### config.mk
export PLATFORM = sky130hd
export DESIGN_NAME = hazard_ctrl
export DESIGN_NICKNAME = d
export VERILOG_FILES = /design/src/rtl/hazard_ctrl.sv
export SDC_FILE = /design/constraint.sdc
export NUM_CORES = 1
export LEC_CHECK = 0
export CORE_MARGIN = 2
export CORE_UTILIZATION = 42
export CTS_BUF_LIST = sky130_fd_sc_hd__clkbuf_16
export DETAILED_ROUTE_END_ITERATION = 6
export HOLD_SLACK_MARGIN = 0.05
export PLACE_DENSITY = 0.82
export SETUP_SLACK_MARGIN = 0.15
export SYNTH_ARGS = -nofsm -noshare
export SYNTH_HDL_FRONTEND = slang
export SYNTH_SLANG_ARGS = --single-unit
export TNS_END_PERCENT = 100
### constraint.sdc
create_clock -name clk -period 2.2 [get_ports clk]
set_input_delay 0.44 -clock clk [delete_from_list [all_inputs] [get_ports clk]]
set_output_delay 0.44 -clock clk [all_outputs]
set_load 0.005 [all_outputs]
### src/rtl/hazard_ctrl.sv
// hazard_ctrl -- pipeline hazard controller that sits directly upstream of
// ControlUnit. It turns load-use hazards, control redirects (taken branch,
// JALR, JAL) and multi-cycle data-memory waits into stall, flush and bubble
// strobes for the pipeline registers. ID_EXBubble feeds ControlUnit, which
// zeroes its control outputs into ID/EX.
//
// Handshake: dmem_ready is a completion strobe for the access that
// MEM_MemReq marks as active in MEM. While MEM_MemReq=1 and dmem_ready=0, the
// whole pipeline up to and including EX/MEM holds, and MEM/WB takes a NOP.
// The access is done in the first cycle that both are 1. No other
// valid/ready pairs exist in this block.
//
// Ports:
//   clk, rst            clock; synchronous active-low reset
//   ID_rs1/ID_rs2       source registers of the instruction in ID
//   ID_UsesRs1/2        the ID instruction actually reads rs1/rs2
//   ID_JAL              JAL decoded in ID; redirect from ID
//   EX_MemReadEn/EX_rd  load in EX and its destination register
//   EX_BranchTaken      branch resolved taken in EX
//   EX_JALR             JALR in EX; redirect from EX
//   MEM_MemReq          load/store access active in MEM
//   dmem_ready          data memory completes access this cycle
//   PCWrite .. MEM_WBBubble  pipeline register strobes (combinational)
//   mem_timeout_err     sticky flag: a memory wait ran out of cycles
//   stall_cycles        saturating count of cycles with PCWrite=0
//   flush_count         saturating count of cycles with IF_IDFlush=1
//   dbgState            current FSM state (RUN/MEM_WAIT/REDIRECT)
module hazard_ctrl #(
  parameter int MEM_TIMEOUT = 16,
  parameter int CNT_W       = 16
) (
  input  logic             clk,
  input  logic             rst,
  input  logic [4:0]       ID_rs1,
  input  logic [4:0]       ID_rs2,
  input  logic             ID_UsesRs1,
  input  logic             ID_UsesRs2,
  input  logic             ID_JAL,
  input  logic             EX_MemReadEn,
  input  logic [4:0]       EX_rd,
  input  logic             EX_BranchTaken,
  input  logic             EX_JALR,
  input  logic             MEM_MemReq,
  input  logic             dmem_ready,
  output logic             PCWrite,
  output logic             IF_IDWrite,
  output logic             IF_IDFlush,
  output logic             ID_EXBubble,
  output logic             ID_EXWrite,
  output logic             EX_MEMWrite,
  output logic             MEM_WBBubble,
  output logic             mem_timeout_err,
  output logic [CNT_W-1:0] stall_cycles,
  output logic [CNT_W-1:0] flush_count,
  output logic [1:0]       dbgState
);

  localparam logic [1:0] RUN      = 2'd0;
  localparam logic [1:0] MEM_WAIT = 2'd1;
  localparam logic [1:0] REDIRECT = 2'd2;

  // Wait counter value at which the current wait cycle is the last allowed.
  localparam logic [7:0] WAIT_LAST = 8'(MEM_TIMEOUT - 1);
  localparam logic [CNT_W-1:0] CNT_ONE = CNT_W'(1);
  localparam logic [CNT_W-1:0] CNT_MAX = '1;

  logic [1:0] state;
  logic [1:0] nextState;
  logic [7:0] waitCnt;
  logic [7:0] nextWaitCnt;
  logic       setErr;

  logic memWait;
  logic exRedirect;
  logic loadUse;

  assign memWait    = MEM_MemReq & ~dmem_ready;
  assign exRedirect = EX_BranchTaken | EX_JALR;
  // x0 is never a real dependency, so a load targeting it cannot stall.
  assign loadUse    = EX_MemReadEn & (EX_rd != 5'd0) &
                      ((ID_UsesRs1 & (ID_rs1 == EX_rd)) |
                       (ID_UsesRs2 & (ID_rs2 == EX_rd)));

  assign dbgState = state;

  // waitCnt holds the number of wait cycles already spent before the
  // current one; RUN always sees 0 because every exit path clears it. The
  // wait cycle in which waitCnt reaches WAIT_LAST is the last one allowed.
  always_comb begin
    PCWrite      = 1'b1;
    IF_IDWrite   = 1'b1;
    IF_IDFlush   = 1'b0;
    ID_EXBubble  = 1'b0;
    ID_EXWrite   = 1'b1;
    EX_MEMWrite  = 1'b1;
    MEM_WBBubble = 1'b0;
    nextState    = state;
    nextWaitCnt  = waitCnt;
    setErr       = 1'b0;

    if (rst) begin
      case (state)
        RUN: begin
          if (memWait) begin
            PCWrite      = 1'b0;
            IF_IDWrite   = 1'b0;
            ID_EXWrite   = 1'b0;
            EX_MEMWrite  = 1'b0;
            MEM_WBBubble = 1'b1;
            if (WAIT_LAST == 8'd0) begin
              setErr = 1'b1;
            end else begin
              nextState   = MEM_WAIT;
              nextWaitCnt = 8'd1;
            end
          end else if (exRedirect) begin
            // The ID instruction is killed, so a coincident load-use is moot.
            IF_IDFlush  = 1'b1;
            ID_EXBubble = 1'b1;
            nextState   = REDIRECT;
          end else if (loadUse) begin
            PCWrite     = 1'b0;
            IF_IDWrite  = 1'b0;
            ID_EXBubble = 1'b1;
          end else if (ID_JAL) begin
            IF_IDFlush = 1'b1;
          end
        end

        MEM_WAIT: begin
          if (memWait) begin
            PCWrite      = 1'b0;
            IF_IDWrite   = 1'b0;
            ID_EXWrite   = 1'b0;
            EX_MEMWrite  = 1'b0;
            MEM_WBBubble = 1'b1;
            if (waitCnt >= WAIT_LAST) begin
              setErr      = 1'b1;
              nextState   = RUN;
              nextWaitCnt = 8'd0;
            end else begin
              nextWaitCnt = waitCnt + 8'd1;
            end
          end else begin
            // Access completed: release the pipeline with default strobes.
            nextState   = RUN;
            nextWaitCnt = 8'd0;
          end
        end

        REDIRECT: begin
          // EX holds the bubble inserted by the redirect; nothing to detect.
          nextState = RUN;
        end

        default: begin
          nextState   = RUN;
          nextWaitCnt = 8'd0;
        end
      endcase
    end
  end

  always_ff @(posedge clk) begin
    if (!rst) begin
      state           <= RUN;
      waitCnt         <= 8'd0;
      mem_timeout_err <= 1'b0;
      stall_cycles    <= '0;
      flush_count     <= '0;
    end else begin
      state   <= nextState;
      waitCnt <= nextWaitCnt;
      if (setErr) begin
        mem_timeout_err <= 1'b1;
      end
      if (!PCWrite && (stall_cycles != CNT_MAX)) begin
        stall_cycles <= stall_cycles + CNT_ONE;
      end
      if (IF_IDFlush && (flush_count != CNT_MAX)) begin
        flush_count <= flush_count + CNT_ONE;
      end
    end
  end

endmodule

# After elaboration in Yosys (flattened, before gate mapping)

Cells that the tools add are included.
W data, S select, Z words.

Register bits: 43
Output and inout bits: 42
Input port bits: 25

Add/sub/neg operators: 3
Mux-type cells: 35
Equality and inequality tests: 9
Magnitude comparators: 1
Bitwise operators: 9
Reductions and logical operators: 8

Operators with widths:

| operator                | number |
|---|---|
| $add A16 B1 Y16 const B | 2 |
| $ne A16 B16 Y1 const B  | 2 |
| $mux W1                 | 25 |
| $mux W8                 | 3 |
| $pmux W8 S3             | 1 |
| $eq A5 B5 Y1            | 2 |
| $add A8 B1 Y8 const B   | 1 |
| $ge A8 B4 Y1 const B    | 1 |
| $mux W2                 | 4 |
| $ne A3 B3 Y1 const B    | 2 |
| $and A1 B1 Y1           | 5 |
| $reduce_bool A5 Y1      | 1 |
| $pmux W2 S2             | 1 |
| $reduce_and A2 Y1       | 2 |
| $eq A2 B1 Y1 const B    | 1 |
| $eq A2 B2 Y1 const B    | 1 |
| $logic_and A1 B1 Y1     | 2 |
| $logic_not A2 Y1        | 1 |
| $ne A2 B2 Y1 const B    | 1 |
| $not A1 Y1              | 2 |
| $or A1 B1 Y1            | 2 |
| $pmux W1 S2             | 1 |
| $reduce_or A2 Y1        | 1 |
| $logic_not A1 Y1        | 1 |

# Depth between registers and ports, before layout

Gate-level depths: netlist of the first run.

Depth after elaboration: 11
Gate-level depth with buffers: 9

# Worst setup path before layout of the first run

No wires, ideal clock.

Path kind: input to output
Start: in EX_rd[1]
End: out PCWrite
Required time: 1.760 ns
Path slack: 0.021 ns
Buffers on the path: 2
Arrival time: 1.739 ns
Stages: 5
Cell sequence: or4_1 > o21a_1 > a31oi_1 > buf_4 > buf_4

Longest elaborated chain between the ends: 9
Elaborated cells between the ends (all ways): 13
Classes of those cells: eq/ne (2); mux (5); bitwise (5); reduce/logical (1)

Ends and longest elaborated chain:

| element                          | line   | text |
|---|---|---|
| start, declared                  | 40     | `input logic [4:0] EX_rd,` |
| $eq A5 B5 Y1 (on tied branches)  | 81, 82 |  |
| $and A1 B1 Y1 (on tied branches) | 81, 82 |  |
| $or A1 B1 Y1                     | 81     | `((ID_UsesRs1 & (ID_rs1 == EX_rd)) \|` |
| $and A1 B1 Y1 (*)                | 80     | `assign loadUse = EX_MemReadEn & (EX_rd != 5'd0) &` |
| $mux W1 (*) (3 in series)        | n/a    |  |
| $pmux W1 S2 (*)                  | n/a    |  |
| $mux W1 (*)                      | n/a    |  |
| end, declared                    | 45     | `output logic PCWrite,` |

Every way passes the cells marked *; elsewhere a longest branch is shown, timed or not.

# Worst setup path in the final report of the first run

Start: in EX_rd[2]
End: out IF_IDFlush

Longest elaborated chain between the ends: 9
Elaborated cells between the ends (all ways): 13
Classes of those cells: eq/ne (2); mux (5); bitwise (5); reduce/logical (1)

Ends and longest elaborated chain:

| element                          | line   | text |
|---|---|---|
| $eq A5 B5 Y1 (on tied branches)  | 81, 82 |  |
| $and A1 B1 Y1 (on tied branches) | 81, 82 |  |
| $or A1 B1 Y1                     | 81     |  |
| $and A1 B1 Y1 (*)                | 80     |  |
| $mux W1 (*)                      | 121    | `end else if (loadUse) begin` |
| $mux W1 (*)                      | 116    | `end else if (exRedirect) begin` |
| $mux W1 (*)                      | 104    | `if (memWait) begin` |
| $mux W1 (*)                      | 102    | `case (state)` |
| $mux W1 (*)                      | 101    | `if (rst) begin` |
| end, declared                    | 47     | `output logic IF_IDFlush,` |

Marked as above.

==> results of run 1 <==
worst max-delay path: cells and delay by family:
kind,cells,cell delay [ns]
and+or+nand+nor,1,0.53
AOI/OAI and AO/OA,3,0.54
buffers and inverters,3,0.35
cell usage in the layout (no fill, tap or decap), types with 5 or more instances in the layout:
cell type and n:
a21oi_1 5, and3_1 6, buf_2 5, buf_4 25, buf_6 14, clkbuf_16 5, clkdlybuf4s50_1 43, dfxtp_1 43
dlygate4sd2_1 10, mux2i_1 17, nand2_1 31, nand2b_1 11, nand3_1 12, nand4_1 8, nor2_1 27, xnor2_1 11
xnor2_2 8
layer usage:
layer  track usage, %  share of wire [%]  vias to the layer above
li1                 -                  -                     1089
met1             23.7                 41                      977
met2             35.4                 52                       58
met3             3.79                3.9                       16
met4             12.5                3.2                        0
met5                0                  0                        -
area by class of cell:
type                            instances  area (µm²)  area share (%)
Tap cell                               70        87.6            2.48
Inverter                                4        15.0           0.426
Clock buffer                            5         125            3.55
Clock inverter                          3        16.3           0.461
Multi-Input combinational cell        197        1490            42.3
Sequential cell                        43         861            24.4
Timing Repair Buffer                  102         928            26.3
report_power, final:
part	internal [µW]	switching (µW)
registers	787	9.81
clock network	414	309
logic	135	114
total	1340	433
registers in the layout, indices dropped and copies added, names as in the netlist:
| name | count |
|---|---|
| dbgState | 2 |
| flush_count | 16 |
| mem_timeout_err | 1 |
| stall_cycles | 16 |
| waitCnt | 8 |
logic make-up after synthesis:
| kind of cell | count (synthesis) | synth area share [%] |
|---|---|---|
| flip-flops | 43 | 39.2 |
| AO/OA/AOI/OAI | 34 | 11.7 |
| buffers and inverters | 13 | 2.90 |
| XOR/XNOR | 21 | 8.37 |
| adder cells (fa/ha/maj) | 3 | 1.71 |
| multiplexers | 17 | 7.74 |
| AND/OR/NAND/NOR | 122 | 28.4 |
final timing paths:
path / from / end / slack (ns)
worst max-delay path: EX_rd[2] / IF_IDFlush / -0.09
worst min-delay path: flush_count[10] / flush_count[10] / 0.48
worst max register to register: stall_cycles[6] / stall_cycles[7] / 0.14
worst min register to register: flush_count[10] / flush_count[10] / 0.48
stage by stage:
stage,cell area (µm²),total power [µW]
after floorplan,2220,906
after global placement,3090,1020
after detailed placement,3090,1020
after CTS,3440,1760
after global routing,3520,1830
final,3520,1770
timing repair:
action,4_1_cts,5_1_grt
buffers inserted,9,2
endpoints found under the setup margin,39,39
gates resized for setup,79,25
gates cloned,1,0
pin swaps,28,19
hold endpoints to repair,0,0
==> run_results.csv, run 1 <==
group,metric,value,unit
floorplanning,fp-row-count,26,
placed_design,hpwl,3930,µm
floorplanning,fp.dieArea,0.00583,mm²
worst_setup_path,path_class,"primary input to output port",
floorplanning,core,0.00507,mm²
synthesis,synth_cells,253,
final_layout,areaGrowthSynthToFinish,60.4,%
synthesis,ys_seq_area_share,39.2,%
worst_hold_path,holdCritPathClass,"register to register",
power_and_ir_drop,peakVddDrop,0.379,mV
worst_setup_path,critPathArrivalTime,1.85,ns
global_routing,grtUsageTotal,20.6,%
synthesis,synth_cell_types,43,
route,drtIter0Drc,71,
synthesis,synthTopCellsByCount,"dfxtp_1, nand2_1, nor2_1",
timing,maxSlewViolCount,0,
placed_design,place_congestion,0.820,
final_layout,layout-drive-gt1-share,27.1,%
synthesis,synthFlopType,"dfxtp_1",
synthesis,synth_edf_count,0,
global_routing,grt_pass1_vias,2107,
placed_design,dp_slack,-0.805,ns
synthesis,synth_area,0.00220,mm²
clock_network,tritoncts,"done",
timing,setup_ws,-0.0902,ns
clock_network,clk_pin_slew,0.06,ns
timing,worst_slew_pin_slew,0.466,ns
synthesis,postSynth.asyncResetShare,0,%
timing,slew_headroom,68.6,%
flow_run,cap_viol_max_count,0,
power_and_ir_drop,powerDensity,502,mW/mm²
timing,hold_slack,0.482,ns
synthesis,ys_warn_count,0,
placed_design,dp_cells,404,
floorplanning,die_h,76.3,µm
synthesis,syn_nets,281,
synthesis,ys_ff_latch,43,
global_routing,grt_pass1_wl,9750,µm
synthesis,yosysTopAreaCellShare,39.2,%
worst_setup_path,max_stage_delay,0.53,ns
outcome,status,"finished, violations left",
worst_setup_path,worstPathMaxFanout,2,
worst_setup_path,start_kind,"primary input",
route,drc,0,
clock_network,clockBufferDepth,2,
final_layout,final_nets,381,
worst_setup_path,worst-r2r-cell-count,9,
worst_setup_path,cpMaxStageDelayCell,"or4_4",
route,num_vias,2140,
worst_hold_path,holdPathStages,1,
outcome,violations,"setup timing",
floorplanning,die_w,76.3,µm
timing,finalCriticalPeriod,2.29,ns
final_layout,antenna_cells,0,
timing,hold_viol,0,
worst_setup_path,required,1.76,ns
floorplanning,ioPinCount,67,
global_routing,grt.overflow.total,0,
floorplanning,start_util,43.3,%
final_layout,fin_cells,424,
timing,timing.fmax,437,MHz
clock_network,cts_sinks,43,
synthesis,yosysMostFrequentCell,"dfxtp_1",
synthesis,synth_top_cell_by_area,"dfxtp_1",
route,vias_per_cell,5.05,
timing,rsz0062_at_grt,"yes",
route,ant_nets,0,
route,first_pass_iters,4,
clock_network,ctsRootBufferMaster,"clkbuf_16",
clock_network,clock_latency,0.29,ns
clock_network,h-tree-depth,2,
final_layout,fin_util,69.5,%
clock_network,cts_hold_buf,0,
worst_setup_path,end_kind,"output port",
power_and_ir_drop,leakage,0.00142,µW
final_layout,fill_cells,403,
timing,fin_tns_setup,-0.292,ns
timing,setup_viol,9,
synthesis,yosys-top-cells-area,"dfxtp_1, mux2i_1, xnor2_1",
global_routing,grt_max_degree,31,
timing,fin_skew,0.00458,ns
synthesis,synth_area_per_cell,8.68,µm²
route,drt-total-wl,5980,µm
route,wire_per_inst,14.1,µm
timing,finalCritPeriodShare,104,%
placed_design,port_buffers,66,
worst_setup_path,crit_chain,"buf_6, or4_4, o21a_1, buf_4, a21bo_4, a21oi_2, buf_2",
global_routing,antenna_found_initial,0,
clock_network,cts_inserted_buffers,5,
(Power assumes the default switching activity.)
==> run 2: changes to the inputs <==
--- a/config.mk
+++ b/config.mk
@@ -6,11 +6,11 @@
 export NUM_CORES = 1
 export LEC_CHECK = 0
 export CORE_MARGIN = 2
-export CORE_UTILIZATION = 42
+export CORE_UTILIZATION = 40
 export CTS_BUF_LIST = sky130_fd_sc_hd__clkbuf_16
 export DETAILED_ROUTE_END_ITERATION = 6
 export HOLD_SLACK_MARGIN = 0.05
-export PLACE_DENSITY = 0.82
+export PLACE_DENSITY = 0.79
 export SETUP_SLACK_MARGIN = 0.15
 export SYNTH_ARGS = -nofsm -noshare
 export SYNTH_HDL_FRONTEND = slang
==> run_results.csv, run 2 (synthesis gave the netlist of run 1 again) <==
group,metric,value,unit
worst_hold_path,holdPathStages,2,
worst_setup_path,end_kind,"register",
timing,fin_tns_setup,-0.546,ns
worst_hold_path,holdCritPathClass,"register to register",
global_routing,antenna_found_initial,0,
clock_network,cts_inserted_buffers,5,
timing,finalCritPeriodShare,105,%
power_and_ir_drop,switching_share,22.3,%
final_layout,top_regs,"flush_count (16), stall_cycles (16), waitCnt (8)",
flow_run,cap_viol_max_count,0,
timing,finalCriticalPeriod,2.31,ns
placed_design,hpwl,4040,µm
floorplanning,die_w,78.1,µm
power_and_ir_drop,p_int,1460,µW
global_routing,grtUsageTotal,21.5,%
worst_setup_path,start_kind,"primary input",
timing,setup_viol,11,
placed_design,dp_slack,-0.764,ns
worst_setup_path,worst-r2r-cell-count,9,
worst_setup_path,rr_startpoint,"stall_cycles[6]",
final_layout,final_common_cell,"dfxtp_1",
power_and_ir_drop,sequentialPowerShare,42.4,%
power_and_ir_drop,peakVddDrop,0.469,mV
global_routing,grt.overflow.total,0,
floorplanning,start_util,42.2,%
power_and_ir_drop,p_switching,420,µW
power_and_ir_drop,clockPowerShare,43.2,%
clock_network,cts_sinks,43,
power_and_ir_drop,pwr-share-comb,14.3,%
route,vias_per_cell,5.31,
timing,fin_skew,0.00595,ns
global_routing,grt_pass1_wl,10400,µm
final_layout,final_nets,384,
timing,slew_headroom,58.3,%
floorplanning,ioPinCount,67,
route,drc,0,
outcome,status,"finished, violations left",
route,num_vias,2262,
worst_setup_path,critPathArrivalTime,2.49,ns
timing,rsz0062_at_grt,"yes",
final_layout,antenna_cells,0,
worst_hold_path,worstHoldEndpoint,"waitCnt[7]",
clock_network,clockBufferDepth,2,
floorplanning,fp.dieArea,0.00610,mm²
final_layout,final_cell_mix,"dfxtp_1, clkdlybuf4s50_1, nand2_1, nor2_1, buf_6",
timing,hold_viol,0,
clock_network,clk_pin_slew,0.06,ns
clock_network,h-tree-depth,2,
route,ant_nets,0,
worst_setup_path,required,2.38,ns
floorplanning,fp-row-count,26,
worst_setup_path,path_class,"primary input to register",
placed_design,place_congestion,0.814,
worst_setup_path,worstReg2RegEnd,"stall_cycles[7]",
placed_design,port_buffers,66,
timing,hold_slack,0.481,ns
timing,setup_ws,-0.112,ns
route,drt-total-wl,6390,µm
clock_network,clock_latency,0.29,ns
outcome,violations,"setup timing",
timing,worst_slew_pin_slew,0.623,ns
power_and_ir_drop,total_power,1880,µW
clock_network,tritoncts,"done",
route,wire_per_inst,15.0,µm
clock_network,ctsRootBufferMaster,"clkbuf_16",
final_layout,areaGrowthSynthToFinish,68.5,%
route,drtIter0Drc,101,
global_routing,grt_pass1_vias,2251,
timing,maxSlewViolCount,0,
global_routing,grt_max_degree,35,
worst_hold_path,hold_start,"waitCnt[7]",
worst_setup_path,reg2reg_slack,0.11,ns
floorplanning,core,0.00520,mm²
timing,timing.fmax,432,MHz
power_and_ir_drop,leakage,0.00149,µW
power_and_ir_drop,powerDensity,508,mW/mm²
final_layout,layout-drive-gt1-share,29.8,%
floorplanning,die_h,78.1,µm
route,first_pass_iters,4,
worst_setup_path,worstPathMaxFanout,6,
-- run 2: changes by cell type in the layout (fill, tap and decap cells not counted), sizes merged --
cell | before | now
clkinv | 2 | 1
buf | 44 | 49
clkdlybuf4s15 | 3 | 7
clkinvlp | 1 | 0
clkbuf | 7 | 6
clkdlybuf4s50 | 43 | 37
bufinv | 0 | 1
dlymetal6s2s | 0 | 2
dlygate4sd2 | 10 | 9
-- run 2: layout make-up --
cell class / instances / area [µm²]
multi-input cells: 197 / 1580
fillers: 390 / 1500
repair buffers: 105 / 998
flip-flops and latches: 43 / 861
clock buffers: 5 / 125
well taps: 70 / 87.6
clock inverters: 2 / 33.8
inverters: 4 / 15.0
-- run 2: how the worst max path moves through the flow --
| stage | to | slack [ns] | start |
|---|---|---|---|
| after floorplan | PCWrite | 0.09 | EX_rd[1] |
| after global placement | IF_IDFlush | -0.73 | EX_rd[1] |
| after detailed placement | IF_IDFlush | -0.76 | EX_rd[1] |
| after CTS | IF_IDFlush | -0.01 | EX_rd[4] |
| after global routing | stall_cycles[9] | -0.23 | EX_rd[2] |
| final | stall_cycles[9] | -0.11 | EX_rd[2] |
-- run 2: stage by stage --
step	instance area, µm²	util (%)	std cells
after detailed placement	3090	59.3	403
after global routing	3700	71.1	426
after floorplan	2220	-	253
final	3700	71.1	426
after global placement	3090	59.3	403
after CTS	3520	67.5	420
-- run 2: what timing repair did --
| action | in CTS | in global routing |
|---|---|---|
| setup endpoints to repair | 39 | 39 |
| buffers inserted | 9 | 6 |
| pin swaps | 35 | 20 |
| resized for setup | 110 | 35 |
| hold buffers | 0 | 0 |
| cloned | 1 | 0 |
-- run 2: power by group through the flow --
stage / Sequential (µW) / Clock (µW) / Combinational, µW
global placement: 814 / 0 / 200
finish: 798 / 812 / 269
global route: 799 / 857 / 288
CTS: 797 / 821 / 240
detailed placement: 814 / 0 / 206
floorplan: 814 / 0 / 92.8
-- run 2: worst max-delay path, stage by stage --
cell and delay [ns]:
buf_6 0.09, buf_6 0.12, xnor2_4 0.16, nand4_1 0.14
o22ai_2 0.19, buf_4 0.15, a31oi_4 0.09, buf_6 0.14
buf_6 0.11, buf_6 0.12, nor4b_4 0.29, buf_6 0.18
nand4_1 0.12, mux2i_1 0.14
-- run 2: layer usage --
layer | up-vias | global-route usage (%) | part of all wire, %
met1 | 1064 | 24.7 | 40
met2 | 81 | 38.0 | 52
li1 | 1094 | - | -
met5 | - | 0 | 0
met4 | 0 | 10.4 | 3.9
met3 | 23 | 4.37 | 4.5
==> variant (config.mk and constraints of run 2) <==
Change the parameter `CNT_W` from 16 to 32.
--- a/src/rtl/hazard_ctrl.sv
+++ b/src/rtl/hazard_ctrl.sv
@@ -27,7 +27,7 @@
 //   dbgState            current FSM state (RUN/MEM_WAIT/REDIRECT)
 module hazard_ctrl #(
   parameter int MEM_TIMEOUT = 16,
-  parameter int CNT_W       = 16
+  parameter int CNT_W       = 32
 ) (
   input  logic             clk,
   input  logic             rst,
Ports: changed (resized flush_count and stall_cycles); port bits go from 67 to 99. The function was not compared with the original's and may differ.
==> variant against run 2 <==
Wire length increased by 100%. Worst setup slack improved by 0.11 ns. Sequential cell count increased by 32. Synthesized area increased by 85%. Power increased by 77%. Via count increased by 100%. Core utilization decreased by 4.6 points. Design area increased by 76%. Critical endpoint is now IF_IDFlush.
==> variant: results (changes against run 2) <==
* DP Area at 0.00550 mm² (+78%)
* Largest cells by area after synthesis: dfxtp_1 37%, o31ai_1 5.2%, nand4_1 5.1%
* Sw Pwr at 783 µW (+86%)
* Final WL at 13100 µm (+100%)
* Worst-Margin Slew at 0.542 ns (-0.0813 ns)
* Crit path largest cell delay at 0.54 ns (+0.25 ns)
* Post-Synthesis Cells at 488 (+93%)
* Area Growth Syn to Fin at 60.2%
* Worst path slowest cell: or4_4
* Clock network area share at 0.0498 (+0.00689)
* First-pass GRT wire length at 20200 µm (+95%)
* Flip-flop and latch area at 0.00152 mm² (+77%)
* RD Place Congestion at 0.858 (+5.4%)
* Multi-In Gates at 367 (+86%)
* Synth unique cells at 44 (+2.3%)
* 1st-iter DRT viols at 234 (+130%)
* Endpoints failing setup at 0 (-11)
* Worst R2R Path Depth at 6 (-3)
* Share of cells above drive strength 1 at 0.330 (+0.0324)
* Clock buffers at 9 (+4)
* Leakage Power at 0.00223 µW (+49%)
* DR vias/cell at 5.90 (+11%)
* Multi-input combinational area share at 0.434 (+0.00710)
* Synth Area per Inst at 8.35 µm² (-3.8%)
* Outcome: completed
* Layout inverter count without the clock tree at 8 (+4)
* Number of non-clock buffers in the layout at 167 (+59%)
* Buffering overhead at 0.252 (-0.0176)
* Dpl cells at 733 (+82%)
* Vias in the first global route at 4211 (+87%)
* CP Max Fanout at 4 (-2)
* Clk Latency, worst-skew pair at 0.33 ns (+0.04 ns)
* Worst Path Arrival at 1.76 ns (-0.73 ns)
==> variant: final timing paths <==
| kind | endpoint | slack (ns) | startpoint |
|---|---|---|---|
| setup / recovery | IF_IDFlush | 0.002 | EX_rd[1] |
| hold / removal | mem_timeout_err$_SDFFE_PN0P_ | 0.48 | mem_timeout_err$_SDFFE_PN0P_ |
| setup reg to reg | flush_count[28]$_SDFFE_PN0P_ | 0.14 | flush_count[19]$_SDFFE_PN0P_ |
| hold reg to reg | mem_timeout_err$_SDFFE_PN0P_ | 0.48 | mem_timeout_err$_SDFFE_PN0P_ |
==> variant: power groups by stage <==
stage | clock network, µW | logic (µW) | registers (µW)
finish | 1600 | 351 | 1370
global route | 1680 | 377 | 1370
CTS | 1610 | 295 | 1380
detailed placement | 0 | 274 | 1410
global placement | 0 | 265 | 1410
floorplan | 0 | 140 | 1410
==> variant: per-layer routing <==
| layer | vias up | part of all wire | global-route usage | routed length (µm) |
|---|---|---|---|---|
| li1 | 2162 | - | - | - |
| met5 | - | 0 | 0 | 0 |
| met4 | 0 | 0.0096 | 0.0657 | 126 |
| met3 | 13 | 0.038 | 0.0312 | 496 |
| met2 | 124 | 0.53 | 0.385 | 6900 |
| met1 | 2220 | 0.42 | 0.270 | 5540 |
==> variant: timing repair <==
action	in CTS	in global routing
hold endpoints to repair	0	0
gates cloned	2	5
gates resized for setup	79	106
endpoints found under the setup margin	71	63
pin swaps	17	43
setup buffers	5	6
==> variant: cell families (layout without fill, tap and decap cells) <==
logic type               Yosys count  in the layout  synth area share
AND/OR/NAND/NOR                  222            222             0.321
flip-flops                        75             75             0.368
multiplexers                      11             11            0.0270
AO/OA/AOI/OAI                    121            121             0.193
buffers and inverters             46            191            0.0602
adder cells (fa/ha/maj)            3              3           0.00921
XOR/XNOR                          10             10            0.0215
